===== config.mk =====
export PLATFORM = sky130hd
export DESIGN_NAME = proc_mem_arb
export DESIGN_NICKNAME = d
export VERILOG_FILES = /design/src/rtl/proc_mem_arb.sv
export SDC_FILE = /design/constraint.sdc
export NUM_CORES = 1
export LEC_CHECK = 0
export ABC_AREA = 1
export BUFFER_PORTS_ARGS = -buffer_cell sky130_fd_sc_hd__clkbuf_2
export CORE_AREA = 2 2 152 154
export CTS_CLUSTER_SIZE = 28
export DETAILED_ROUTE_END_ITERATION = 7
export DIE_AREA = 0 0 154 156
export GPL_TIMING_DRIVEN = 0
export PLACE_DENSITY = 0.45
export SYNTH_ARGS = -nofsm -noshare
export SYNTH_HDL_FRONTEND = slang
export SYNTH_SLANG_ARGS = --single-unit
export TNS_END_PERCENT = 20

===== constraint.sdc =====
create_clock -name clk -period 6.2 [get_ports clk]
set_clock_uncertainty 0.1 [all_clocks]
set_input_delay 0.93 -clock clk [delete_from_list [all_inputs] [get_ports clk]]
set_output_delay 0.93 -clock clk [all_outputs]
set_load 0.01 [all_outputs]

===== src/rtl/proc_mem_arb.sv =====
// rtl/proc_mem_arb.sv - round-robin 2:1 imem/dmem arbiter with in-order response routing
module proc_mem_arb #(
  parameter int MAX_OUTSTANDING = 4,
  parameter int REQ_W  = 77,
  parameter int RESP_W = 47,
  localparam int CW = $clog2(MAX_OUTSTANDING + 1),
  localparam int PW = $clog2(MAX_OUTSTANDING)
) (
  input  logic              clk,
  input  logic              reset,

  input  logic [REQ_W-1:0]  imemreq_msg,
  input  logic              imemreq_val,
  output logic              imemreq_rdy,
  output logic [RESP_W-1:0] imemresp_msg,
  output logic              imemresp_val,
  input  logic              imemresp_rdy,

  input  logic [REQ_W-1:0]  dmemreq_msg,
  input  logic              dmemreq_val,
  output logic              dmemreq_rdy,
  output logic [RESP_W-1:0] dmemresp_msg,
  output logic              dmemresp_val,
  input  logic              dmemresp_rdy,

  output logic [REQ_W-1:0]  memreq_msg,
  output logic              memreq_val,
  input  logic              memreq_rdy,
  input  logic [RESP_W-1:0] memresp_msg,
  input  logic              memresp_val,
  output logic              memresp_rdy,

  output logic [CW-1:0]     outstanding,
  output logic              err_orphan_resp
);

  // Tag encoding: 1 = imem, 0 = dmem. r_prio holds the preferred tag.
  logic [MAX_OUTSTANDING-1:0] r_tags;
  logic [PW-1:0]              r_wr_ptr;
  logic [PW-1:0]              r_rd_ptr;
  logic [CW-1:0]              r_count;
  logic                       r_prio;
  logic                       r_err;

  logic w_full;
  logic w_empty;
  logic w_grant_val;
  logic w_grant_id;
  logic w_push;
  logic w_pop;
  logic w_head;
  logic w_orphan;

  assign w_full  = (r_count == CW'(MAX_OUTSTANDING));
  assign w_empty = (r_count == '0);
  assign w_head  = r_tags[r_rd_ptr];

  // Grant selection; a pop this cycle never frees a slot until the next edge.
  always_comb begin
    w_grant_val = 1'b0;
    w_grant_id  = 1'b0;
    if (!reset && !w_full) begin
      if (imemreq_val && dmemreq_val) begin
        w_grant_val = 1'b1;
        w_grant_id  = r_prio;
      end else if (imemreq_val) begin
        w_grant_val = 1'b1;
        w_grant_id  = 1'b1;
      end else if (dmemreq_val) begin
        w_grant_val = 1'b1;
        w_grant_id  = 1'b0;
      end
    end
  end

  // Request mux and ready steering toward the granted port only.
  always_comb begin
    memreq_val  = w_grant_val;
    memreq_msg  = w_grant_id ? imemreq_msg : dmemreq_msg;
    imemreq_rdy = w_grant_val &&  w_grant_id && memreq_rdy;
    dmemreq_rdy = w_grant_val && !w_grant_id && memreq_rdy;
    w_push      = w_grant_val && memreq_rdy;
  end

  // Response steering by head tag; with nothing outstanding, drain and flag orphans.
  always_comb begin
    imemresp_msg = memresp_msg;
    dmemresp_msg = memresp_msg;
    imemresp_val = 1'b0;
    dmemresp_val = 1'b0;
    memresp_rdy  = 1'b1;
    if (!w_empty) begin
      imemresp_val = memresp_val &&  w_head;
      dmemresp_val = memresp_val && !w_head;
      memresp_rdy  = w_head ? imemresp_rdy : dmemresp_rdy;
    end
    w_pop    = memresp_val && memresp_rdy && !w_empty;
    w_orphan = memresp_val && w_empty && !reset;
  end

  // Pointers, occupancy, round-robin priority and sticky orphan flag.
  always_ff @(posedge clk or posedge reset) begin
    if (reset) begin
      r_wr_ptr <= '0;
      r_rd_ptr <= '0;
      r_count  <= '0;
      r_prio   <= 1'b0;
      r_err    <= 1'b0;
    end else begin
      if (w_push) begin
        r_wr_ptr <= r_wr_ptr + PW'(1);
        r_prio   <= ~w_grant_id;
      end
      if (w_pop) begin
        r_rd_ptr <= r_rd_ptr + PW'(1);
      end
      r_count <= r_count + CW'(w_push) - CW'(w_pop);
      if (w_orphan) begin
        r_err <= 1'b1;
      end
    end
  end

  // Tag storage; entries are only meaningful between their push and pop.
  always_ff @(posedge clk) begin
    if (w_push) begin
      r_tags[r_wr_ptr] <= w_grant_id;
    end
  end

  assign outstanding     = r_count;
  assign err_orphan_resp = r_err;

endmodule


==> summary.md, run 1 <==
| Metric | Value |
|---|---|
| Htree depth | `1` |
| Crit path depth | `8` |
| Tot GR Track Use | `0.0869` |
| Resize count post-CTS | `0` |
| Pwr Density | `194 nW/µm²` |
| Leak | `3.04 nW` |
| Clock Power Share | `0.138` |
| Yosys cell types | `23` |
| Global-route wire length before repair | `16700 µm` |
| Min-delay src | `err_orphan_resp` |
| Post-Syn Area | `2430 µm²` |
| Num CTS Buffers | `3` |
| Max-Cap Viols | `0` |
| Root Buffer | `clkbuf_16` |
| Flop2flop setup slack | `3.79 ns` |
| Main synth FF type | `dfrtp_1` |
| Clk slew on worst S/H paths | `0.05 ns` |
| Fmax achieved | `0.277 GHz` |
| Routed wire length | `11800 µm` |
| Switching Power | `0.407 mW` |
| Max Fanout on Critical Path | `12` |
| CP bufs+invs | `5` |
| Post-synth top cells | `nand2_1, buf_4, inv_1` |
| Cells along the critical path | `clkbuf_2 -> inv_1 -> nand3_2 -> inv_2 -> buf_4 -> nand2_1 -> nand2_1 -> clkbuf_2` |
| # IOs | `390` |
| Final setup fails | `0` |
| Finished Layout Cells | `1056` |
| DRT Pass-1 Iters | `4` |
| Post-synth top area share | `0.381` |
| Final nets | `988` |
| ANT cells | `0` |
| Mapped Avg Cell Area | `5.72 µm²` |
| Switching Fraction | `0.458` |
| Vias | `3475` |
| Max-slew violations | `0` |
| Vias in the first global route | `3198` |
| PnR Total Power | `0.890 mW` |
| Int Pwr | `0.483 mW` |
| Design area | `4580 µm²` |
| Filler instances | `2578` |
| Slew @ Worst Pin | `0.489 ns` |
| RSZ-0062 raised after global routing | `false` |
| Synth Warn # | `0` |
| Critical setup path kind | `input pin to output port` |
| Core area | `22400 µm²` |
| Hold slack | `0.372 ns` |
| Crit path max-delay family | `buffers and inverters` |
| Area Overhead vs Synth | `88.4%` |
| Comb pwr share | `0.690` |
| Fin. Hold Viols | `0` |
| Worst min path class | `register to register` |
| Post-synthesis sequential area ratio | `0.142` |
| Post-synthesis async set-or-reset flop share | `0.692` |
| FF+latch count, synth | `13` |
| Post-DP HPWL | `10600 µm` |
| Peak supply drop | `0.0898 mV` |
| Period utilization | `0.582` |
| CTS tree | `yes` |
| Sequential fraction of design power | `0.172` |
| Buffers on Ports | `342` |
| Drt drc | `0` |
| Post-synth EDFFs | `4` |
| DR WL/cell | `11.2 µm` |
| CP max stage cell | `inv_1` |
| CP max stage delay | `0.36 ns` |
| DIE AREA | `24000 µm²` |
| Cell count after synthesis | `425` |
| Num rows | `55` |
| Worst EP required | `5.17 ns` |
| Gpl congestion | `0.768` |
| Die Y | `156 µm` |
| Vias per cell | `3.29` |
| Dpl cells | `1052` |
| Top-count cell post-synth | `nand2_1` |
| Beginning of the critical path | `reset` |
| Post-synth top area cell | `nand2_1` |
| Grt ovf | `0` |
| Hold path cells | `1` |
| Critical path data arrival time | `2.58 ns` |
| Setup TNS | `0 ns` |
| DRT iter0 DRCs | `146` |
| Setup Fix Bufs, Post-CTS | `0` |
| FF-to-FF path depth | `12` |
| Die X | `154 µm` |
| Syn_nets | `641` |
| Initial antenna violation count | `0` |
| Max-slew headroom | `0.674` |
| CP Capture Type | `output port` |
| Largest net degree at the start of global routing | `14` |
| Synth top area cells | `nand2_1, buf_4, dfrtp_1, edfxtp_1, ha_1` |
| Placed Area | `4500 µm²` |
| Initial core utilization | `0.109` |
| Sink Count | `13` |
| Worst-skew pair later-pin latency | `0.24 ns` |
| Period minus WS final | `3.61 ns` |
| Post-DRT Antenna Nets | `0` |
| Reg-to-reg startpoint | `outstanding[1]` |
| Layout cells sized above 1 | `0.599` |
| Crit path launch type | `input pin` |
| # hold bufs at CTS | `0` |
| Status | `complete, no violations` |
| Clk buf depth | `2` |
power by group through the flow:
| stage | Sequential [mW] | Combinational (mW) | Clock (mW) |
|---|---|---|---|
| finish | 0.153 | 0.614 | 0.123 |
| global route | 0.161 | 0.694 | 0.130 |
| CTS | 0.155 | 0.627 | 0.126 |
| detailed placement | 0.156 | 0.624 | 0 |
| global placement | 0.155 | 0.620 | 0 |
| floorplan | 0.154 | 0.358 | 0 |
registers in the layout (all words and copies together) (netlist names):
signal,flops
r_rd_ptr,2
r_tags,4
r_prio,1
outstanding,3
err_orphan_resp,1
r_wr_ptr,2
metrics by stage:
step,util,setup WS [ns]
after floorplan,-,3.29
after global placement,0.201,2.44
after detailed placement,0.201,2.41
after CTS,0.205,2.41
after global routing,0.205,2.29
final,0.205,2.59
placed cells by master (no fill, tap or decap), types with 4 or more instances in the layout:
master | synthesis | routed
buf_4 | 103 | 103
inv_1 | 17 | 17
ha_1 | 6 | 6
nand3_1 | 5 | 5
edfxtp_1 | 4 | 4
buf_2 | 5 | 5
nand2_1 | 247 | 247
nor2_1 | 11 | 11
clkbuf_2 | 0 | 342
dfrtp_1 | 9 | 9
worst paths after layout:
check / to
max: memreq_msg[5]
min reg2reg: err_orphan_resp
max in group asynchronous: outstanding[1]
max reg2reg: outstanding[2]
min: err_orphan_resp
min in group asynchronous: r_rd_ptr[0]
final cells by class:
type	count	area [µm²]	area share
Inverter	18	67.6	0.0148
Clock inverter	1	5.00	0.00109
Tap cell	285	357	0.0779
Multi-Input combinational cell	283	1190	0.259
Buffer	111	832	0.182
Clock buffer	3	75.1	0.0164
Timing Repair Buffer	342	1710	0.374
Sequential cell	13	345	0.0754
cells by family after synthesis:
kind of cell / count (synthesis) / synth area share
simple gates: 267 / 0.420
fa+ha+maj: 7 / 0.0391
xor+xnor: 4 / 0.0144
buf+inv: 129 / 0.370
flops: 13 / 0.142
compound gates: 5 / 0.0144
layer usage:
layer / global-route usage / share of wire
met1: 0.115 / 0.42
met4: 0.00623 / 0.0016
met3: 0.0106 / 0.063
met2: 0.158 / 0.51
met5: 0 / 0
Note: power is estimated with default switching activity, not from simulation.
==> inputs of run 2 (changes only) <==
ABC_AREA = 0   (was 1)
CORE_AREA = 2 2 151 153   (was 2 2 152 154)
DIE_AREA = 0 0 153 155   (was 0 0 154 156)
clock period = 3.5 ns   (was 6.2 ns; I/O delays follow)
==> run 2 against run 1 <==
Net effect: hold slack lost 0.19 ns; utilization grew 0.15 points; via count shrank 19%; total power grew 69%; non-clock buffer count shrank 8; sequential share of layout area is essentially flat; largest power group unchanged.
==> summary.md, run 2 <==
| Metric | Value |
|---|---|
| CP max stage cell | `dfrtp_1` |
| Area Overhead vs Synth | `88.1%` |
| CTS tree | `yes` |
| Grt ovf | `0 (unchanged)` |
| Period utilization | `0.804` |
| Die Y | `155 µm (-0.64%)` |
| Max Fanout on Critical Path | `10 (-2)` |
| Period minus WS final | `2.81 ns` |
| DR WL/cell | `10.6 µm (-5.3%)` |
| Post-synth top area share | `0.314 (-0.0672)` |
| Commonest non-fill, non-tap cells in the layout | `clkbuf_2, buf_4, mux2_2, mux2_4, dfrtp_1` |
| Initial core utilization | `0.110 (+0.000955)` |
| Vias per cell | `3.23 (-1.8%)` |
| Num CTS Buffers | `3 (unchanged)` |
| Root Buffer | `clkbuf_16` |
| Drt drc | `0 (unchanged)` |
| Clk slew on worst S/H paths | `0.04 ns (about the same)` |
| Post-Syn Area | `2440 µm² (+0.26%)` |
| Worst min path class | `input pin to asynchronous set/reset pin` |
| Cells along the critical path | `nor2_2 -> a21oi_4 -> and3_1 -> buf_6 -> buf_6 -> buf_12 -> mux2_4 -> clkbuf_2` |
| Post-synth EDFFs | `4 (unchanged)` |
| Vias in the first global route | `2673 (-16%)` |
| Num rows | `55 (unchanged)` |
| DRT iter0 DRCs | `66 (-55%)` |
| CP max stage delay | `0.49 ns (+0.13 ns)` |
| RSZ-0062 raised after global routing | `false` |
| Post-DP HPWL | `8630 µm (-19%)` |
| Vias | `2823 (-19%)` |
| Htree depth | `1 (unchanged)` |
| Sink Count | `13 (unchanged)` |
| Yosys cell types | `32 (+39%)` |
| Cell count after synthesis | `243 (-43%)` |
| Post-synthesis sequential area ratio | `0.142 (-0.000365)` |
| # hold bufs at CTS | `0 (unchanged)` |
| Max-slew headroom | `0.725 (+0.0518)` |
| Gpl congestion | `0.720 (-6.3%)` |
| Final nets | `806 (-18%)` |
| Max-slew violations | `0 (unchanged)` |
| Post-synth top area cell | `mux2_2` |
| Synth top area cells | `mux2_2, buf_4, dfrtp_1, mux2_4, edfxtp_1` |
| Flop2flop setup slack | `0.89 ns (-2.90 ns)` |
| Most common cell on crit path | `buf_6` |
| Pwr Density | `328 nW/µm² (+69%)` |
| Clk buf depth | `2 (unchanged)` |
| Synth Warn # | `0 (unchanged)` |
| ANT cells | `0 (unchanged)` |
| Initial antenna violation count | `0 (unchanged)` |
| Filler instances | `2472 (-4.1%)` |
| # IOs | `390 (unchanged)` |
| Setup WS post-layout | `0.686 ns (-1.90 ns)` |
| Max-Cap Viols | `0 (unchanged)` |
| Pre-CTS WS | `0.856 ns (-1.56 ns)` |
| Setup TNS | `0 ns (unchanged)` |
| Worst EP required | `2.87 ns (-2.30 ns)` |
| Die X | `153 µm (-0.65%)` |
| Largest net degree at the start of global routing | `14 (unchanged)` |
| PnR Total Power | `1.50 mW (+69%)` |
| Tot GR Track Use | `0.0695 (-0.0174)` |
| Biggest register | `r_tags` |
| Placed Area | `4510 µm² (+0.14%)` |
| Fmax achieved | `0.355 GHz` |
| Design area | `4580 µm² (+0.11%)` |
| Post-DRT Antenna Nets | `0 (unchanged)` |
| Layout cells sized above 1 | `0.898 (+0.299)` |
| DIE AREA | `23700 µm² (-1.3%)` |
| Main synth FF type | `dfrtp_1` |
| Fin. Hold Viols | `0 (unchanged)` |
| Core area | `22200 µm² (-0.62%)` |
| DRT Pass-1 Iters | `4 (unchanged)` |
| Peak supply drop | `0.215 mV (+140%)` |
| FF+latch count, synth | `13 (unchanged)` |
| Worst-skew pair later-pin latency | `0.24 ns (about the same)` |
| Post-synthesis async set-or-reset flop share | `0.692 (unchanged)` |
| Post-synth top cells | `buf_4, mux2_2, mux2_4` |
| Syn_nets | `459 (-28%)` |
| Commonest non-fill, non-tap cell in the layout | `clkbuf_2` |
| Top-count cell post-synth | `buf_4` |
| Resize count post-CTS | `0 (unchanged)` |
| Crit path launch type | `register` |
| Setup Fix Bufs, Post-CTS | `0 (unchanged)` |
| CP Capture Type | `output port` |
| Max reg flops | `4 (unchanged)` |
| Final setup fails | `0 (unchanged)` |
| Global-route wire length before repair | `13500 µm (-19%)` |
| Routed wire length | `9270 µm (-22%)` |
| Buffers on Ports | `342 (unchanged)` |
| Critical path data arrival time | `2.19 ns (-0.39 ns)` |
| Status | `complete, no violations` |
| Slew @ Worst Pin | `0.412 ns (-0.0777 ns)` |
| Mapped Avg Cell Area | `10.0 µm² (+75%)` |
| Leak | `2.63 nW (-14%)` |
| Critical setup path kind | `register to output port` |
[run 2: cell count changes in the layout (fill, tap and decap cells not counted), moves of 3 or more]
cell	before	now
nand2_1	247	2
mux2_2	0	68
inv_1	17	7
mux2_4	0	10
nor2_1	11	3
mux2i_1	0	6
buf_2	5	0
nand3_1	5	0
and2_1	0	4
buf_4	103	100
[run 2: routing by layer]
layer	share of wire	vias to the layer above	global-route usage
met3	0.092	7	0.0142
met2	0.56	192	0.141
met1	0.34	1201	0.0734
li1	-	1423	-
met5	0	-	0
met4	0.0098	0	0.0146
[run 2: report_power, final]
part           internal [mW]  leakage [nW]  switching [mW]
combinational          0.557          2.45           0.444
sequential             0.219         0.140          0.0700
clock                  0.153        0.0382          0.0618
[run 2: path summary, 6_finish.rpt]
kind                                      start         endpoint  depth (start not counted)
worst max-delay path             outstanding[1]   memreq_msg[56]                          8
worst min-delay path                      reset  err_orphan_resp                          2
worst max register to register   outstanding[1]   outstanding[2]                         11
worst min register to register  err_orphan_resp  err_orphan_resp                          1
max in group asynchronous                 reset      r_wr_ptr[1]                          2
min in group clk                err_orphan_resp  err_orphan_resp                          1
[run 2: layout make-up]
cell class	count	area, µm²	area share
timing repair buffer	342	1710	0.373
tap	285	357	0.0778
buffer	103	793	0.173
sequential	13	345	0.0753
clock buffer	4	78.8	0.0172
inverter	7	26.3	0.00573
multi-input combinational	120	1270	0.278
[run 2: through the flow]
step	cells	util	hold WS, ns
2_1_floorplan	243	-	0.261
3_3_place_gp	870	0.203	0.393
3_5_place_dp	870	0.203	0.398
4_1_cts	874	0.206	0.191
5_1_grt	874	0.206	0.212
6_report	874	0.206	0.185
[run 2: kinds of logic after synthesis]
group                      count (synthesis)  share of synthesized area
AOI/OAI and AO/OA                          8                     0.0288
xor gates and xnor gates                   4                     0.0144
adders and majority gates                  7                     0.0390
buffers and inverters                    110                      0.336
DFF                                       13                      0.142
muxes                                     84                      0.400
and+or+nand+nor                           17                     0.0395
[run 2: worst max-delay path: cells and delay by family (launching register included)]
kind                   cells  cell delay, ns
AOI/OAI and AO/OA          1            0.21
buffers and inverters      4            0.63
DFF                        1            0.49
muxes                      1            0.32
and+or+nand+nor            2            0.29
==> inputs of run 3 (changes only) <==
ABC_AREA = 1   (was 0)
CORE_AREA = 2 2 150 152   (was 2 2 151 153)
DIE_AREA = 0 0 152 154   (was 0 0 153 155)
PLACE_DENSITY = 0.46   (was 0.45)
clock period = 2.91 ns   (was 3.5 ns; I/O delays follow)
==> run 3 against run 2 <==
Net effect: first-iteration DRC count grew 140%; flip-flop and latch count is the same; final cell count grew 20%; non-clock buffer count grew 8; via count grew 25%; combinational power grew 30%; sequential share of layout area is essentially flat.
==> summary.md, run 3 (same netlist as run 1, synthesis figures left out) <==
| Metric | Value |
|---|---|
| Status | `complete, no violations` |
| Final nets | `988 (+23%)` |
| Clk buf depth | `2 (unchanged)` |
| Post-DP HPWL | `10500 µm (+22%)` |
| Post-DRT Antenna Nets | `0 (unchanged)` |
| Peak supply drop | `0.215 mV (-0.17%)` |
| Crit Reg-Reg Endpoint | `outstanding[2]` |
| Drt drc | `0 (unchanged)` |
| # hold bufs at CTS | `0 (unchanged)` |
| Setup TNS | `0 ns (unchanged)` |
| DIE AREA | `23400 µm² (-1.3%)` |
| CP Capture Type | `output port` |
| Fin. Hold Viols | `0 (unchanged)` |
| Vias in the first global route | `3347 (+25%)` |
| Pre-CTS WS | `0.126 ns (-0.730 ns)` |
| DRT iter0 DRCs | `157 (+140%)` |
| Dpl cells | `1047 (+20%)` |
| Worst EP required | `2.37 ns (-0.50 ns)` |
| Final setup fails | `0 (unchanged)` |
| Vias per cell | `3.35 (+3.6%)` |
| Setup Fix Bufs, Post-CTS | `0 (unchanged)` |
| Fmax achieved | `0.384 GHz` |
| Max-Cap Viols | `0 (unchanged)` |
| Flop2flop setup slack | `0.57 ns (-0.32 ns)` |
| Commonest non-fill, non-tap cells in the layout | `clkbuf_2, nand2_1, buf_4, inv_1, nor2_1` |
| Worst-skew pair later-pin latency | `0.24 ns (about the same)` |
| Initial core utilization | `0.112 (+0.00244)` |
| Sink Count | `13 (unchanged)` |
| Area Overhead vs Synth | `88.1% (about the same)` |
| # IOs | `390 (unchanged)` |
| Max reg flops | `4 (unchanged)` |
| Critical setup path kind | `input pin to output port` |
| Critical path data arrival time | `2.07 ns (-0.12 ns)` |
| Htree depth | `1 (unchanged)` |
| Core area | `21700 µm² (-2.4%)` |
| Cells along the critical path | `clkbuf_2 -> inv_1 -> nand3_2 -> inv_2 -> buf_4 -> nand2_1 -> nand2_1 -> clkbuf_2` |
| Layout cells sized above 1 | `0.598 (-0.300)` |
| CTS tree | `yes` |
| CP max stage delay | `0.36 ns (-0.13 ns)` |
| Resize count post-CTS | `0 (unchanged)` |
| Filler instances | `2491 (+0.77%)` |
| Vias | `3516 (+25%)` |
| Multi-input gate area | `1190 µm² (-6.8%)` |
| Max Fanout on Critical Path | `12 (+2)` |
| Routed wire length | `11700 µm (+26%)` |
| CP bufs+invs | `5 (+1)` |
| Commonest non-fill, non-tap cell in the layout | `clkbuf_2` |
| Leak | `3.04 nW (+16%)` |
| Initial antenna violation count | `0 (unchanged)` |
| Grt ovf | `0 (unchanged)` |
| CP max stage cell | `inv_1` |
| Post-layout util | `0.211 (+0.00455)` |
| Pwr Density | `413 nW/µm² (+26%)` |
| Buffers on Ports | `342 (unchanged)` |
| FF-to-FF path depth | `12 (+1)` |
| Global-route wire length before repair | `17500 µm (+30%)` |
| Finished Layout Cells | `1051 (+20%)` |
| Crit path launch type | `input pin` |
| Num rows | `54 (-1.8%)` |
| DR WL/cell | `11.2 µm (+5.1%)` |
| Crit path max-delay family | `buffers and inverters` |
| Die X | `152 µm (-0.65%)` |
| Root Buffer | `clkbuf_16` |
| Slew @ Worst Pin | `0.487 ns (+0.0753 ns)` |
| Gpl congestion | `0.787 (+9.3%)` |
| Biggest register | `r_tags` |
| Period minus WS final | `2.60 ns` |
| PnR Total Power | `1.89 mW (+25%)` |
| Reg area | `345 µm² (unchanged)` |
| Max-slew headroom | `0.675 (-0.0502)` |
| Die Y | `154 µm (-0.65%)` |
| RSZ-0062 raised after global routing | `false` |
| Reg-to-reg startpoint | `outstanding[1]` |
| Num CTS Buffers | `3 (unchanged)` |
| ANT cells | `0 (unchanged)` |
| Clk slew on worst S/H paths | `0.04 ns (about the same)` |
| Setup WS post-layout | `0.307 ns (-0.379 ns)` |
| Tot GR Track Use | `0.0913 (+0.0218)` |
| Largest net degree at the start of global routing | `14 (unchanged)` |
| Worst min path class | `input pin to asynchronous set/reset pin` |
| Max-slew violations | `0 (unchanged)` |
| Period utilization | `0.895` |
| DRT Pass-1 Iters | `4 (unchanged)` |
## run 3: cell types whose count changed in the layout (fill, tap and decap cells not counted), sizes merged, moves of 4 or more
cell   previous run  this run
mux2i             6         0
and2              4         0
inv               7        18
buf             103       111
nand2             2       247
mux2             78         0
nand3             0         6
nor2              4        12
## run 3: worst max path at each step
stage	startpoint	endpoint	slack, ns	cells after the start
floorplan	reset	outstanding[2]	0.50	11
global route	reset	memreq_msg[12]	0.03	8
global placement	reset	memreq_msg[12]	0.16	8
detailed placement	reset	memreq_msg[12]	0.13	8
finish	reset	memreq_msg[12]	0.31	8
CTS	reset	memreq_msg[12]	0.12	8
## run 3: area by class of cell
| class | count | share of cell area |
|---|---|---|
| timing repair buffer | 342 | 0.374 |
| multi-input combinational | 283 | 0.259 |
| buffer | 111 | 0.182 |
| tap | 280 | 0.0766 |
| sequential | 13 | 0.0755 |
| clock buffer | 4 | 0.0172 |
| inverter | 18 | 0.0148 |
## run 3: routing by layer
metal | global-route usage | wire length [µm] | vias to the layer above
li1 | - | - | 1863
met1 | 0.118 | 4910 | 1479
met4 | 0.00801 | 34 | 0
met5 | 0 | 0 | -
met2 | 0.170 | 6090 | 171
met3 | 0.00958 | 690 | 3
## run 3: per-stage QoR
| step | cell area (µm²) | hold slack, ns |
|---|---|---|
| 5_1_grt | 4570 | 0.148 |
| 4_1_cts | 4570 | 0.118 |
| 3_5_place_dp | 4490 | 0.357 |
| 6_report | 4570 | 0.0954 |
| 3_3_place_gp | 4490 | 0.357 |
| 2_1_floorplan | 2430 | 0.196 |
## run 3: power breakdown
group	total (mW)	switching [mW]	internal, mW
combinational	1.30	0.717	0.585
clock	0.259	0.0740	0.185
sequential	0.327	0.0672	0.260
total	1.89	0.858	1.03
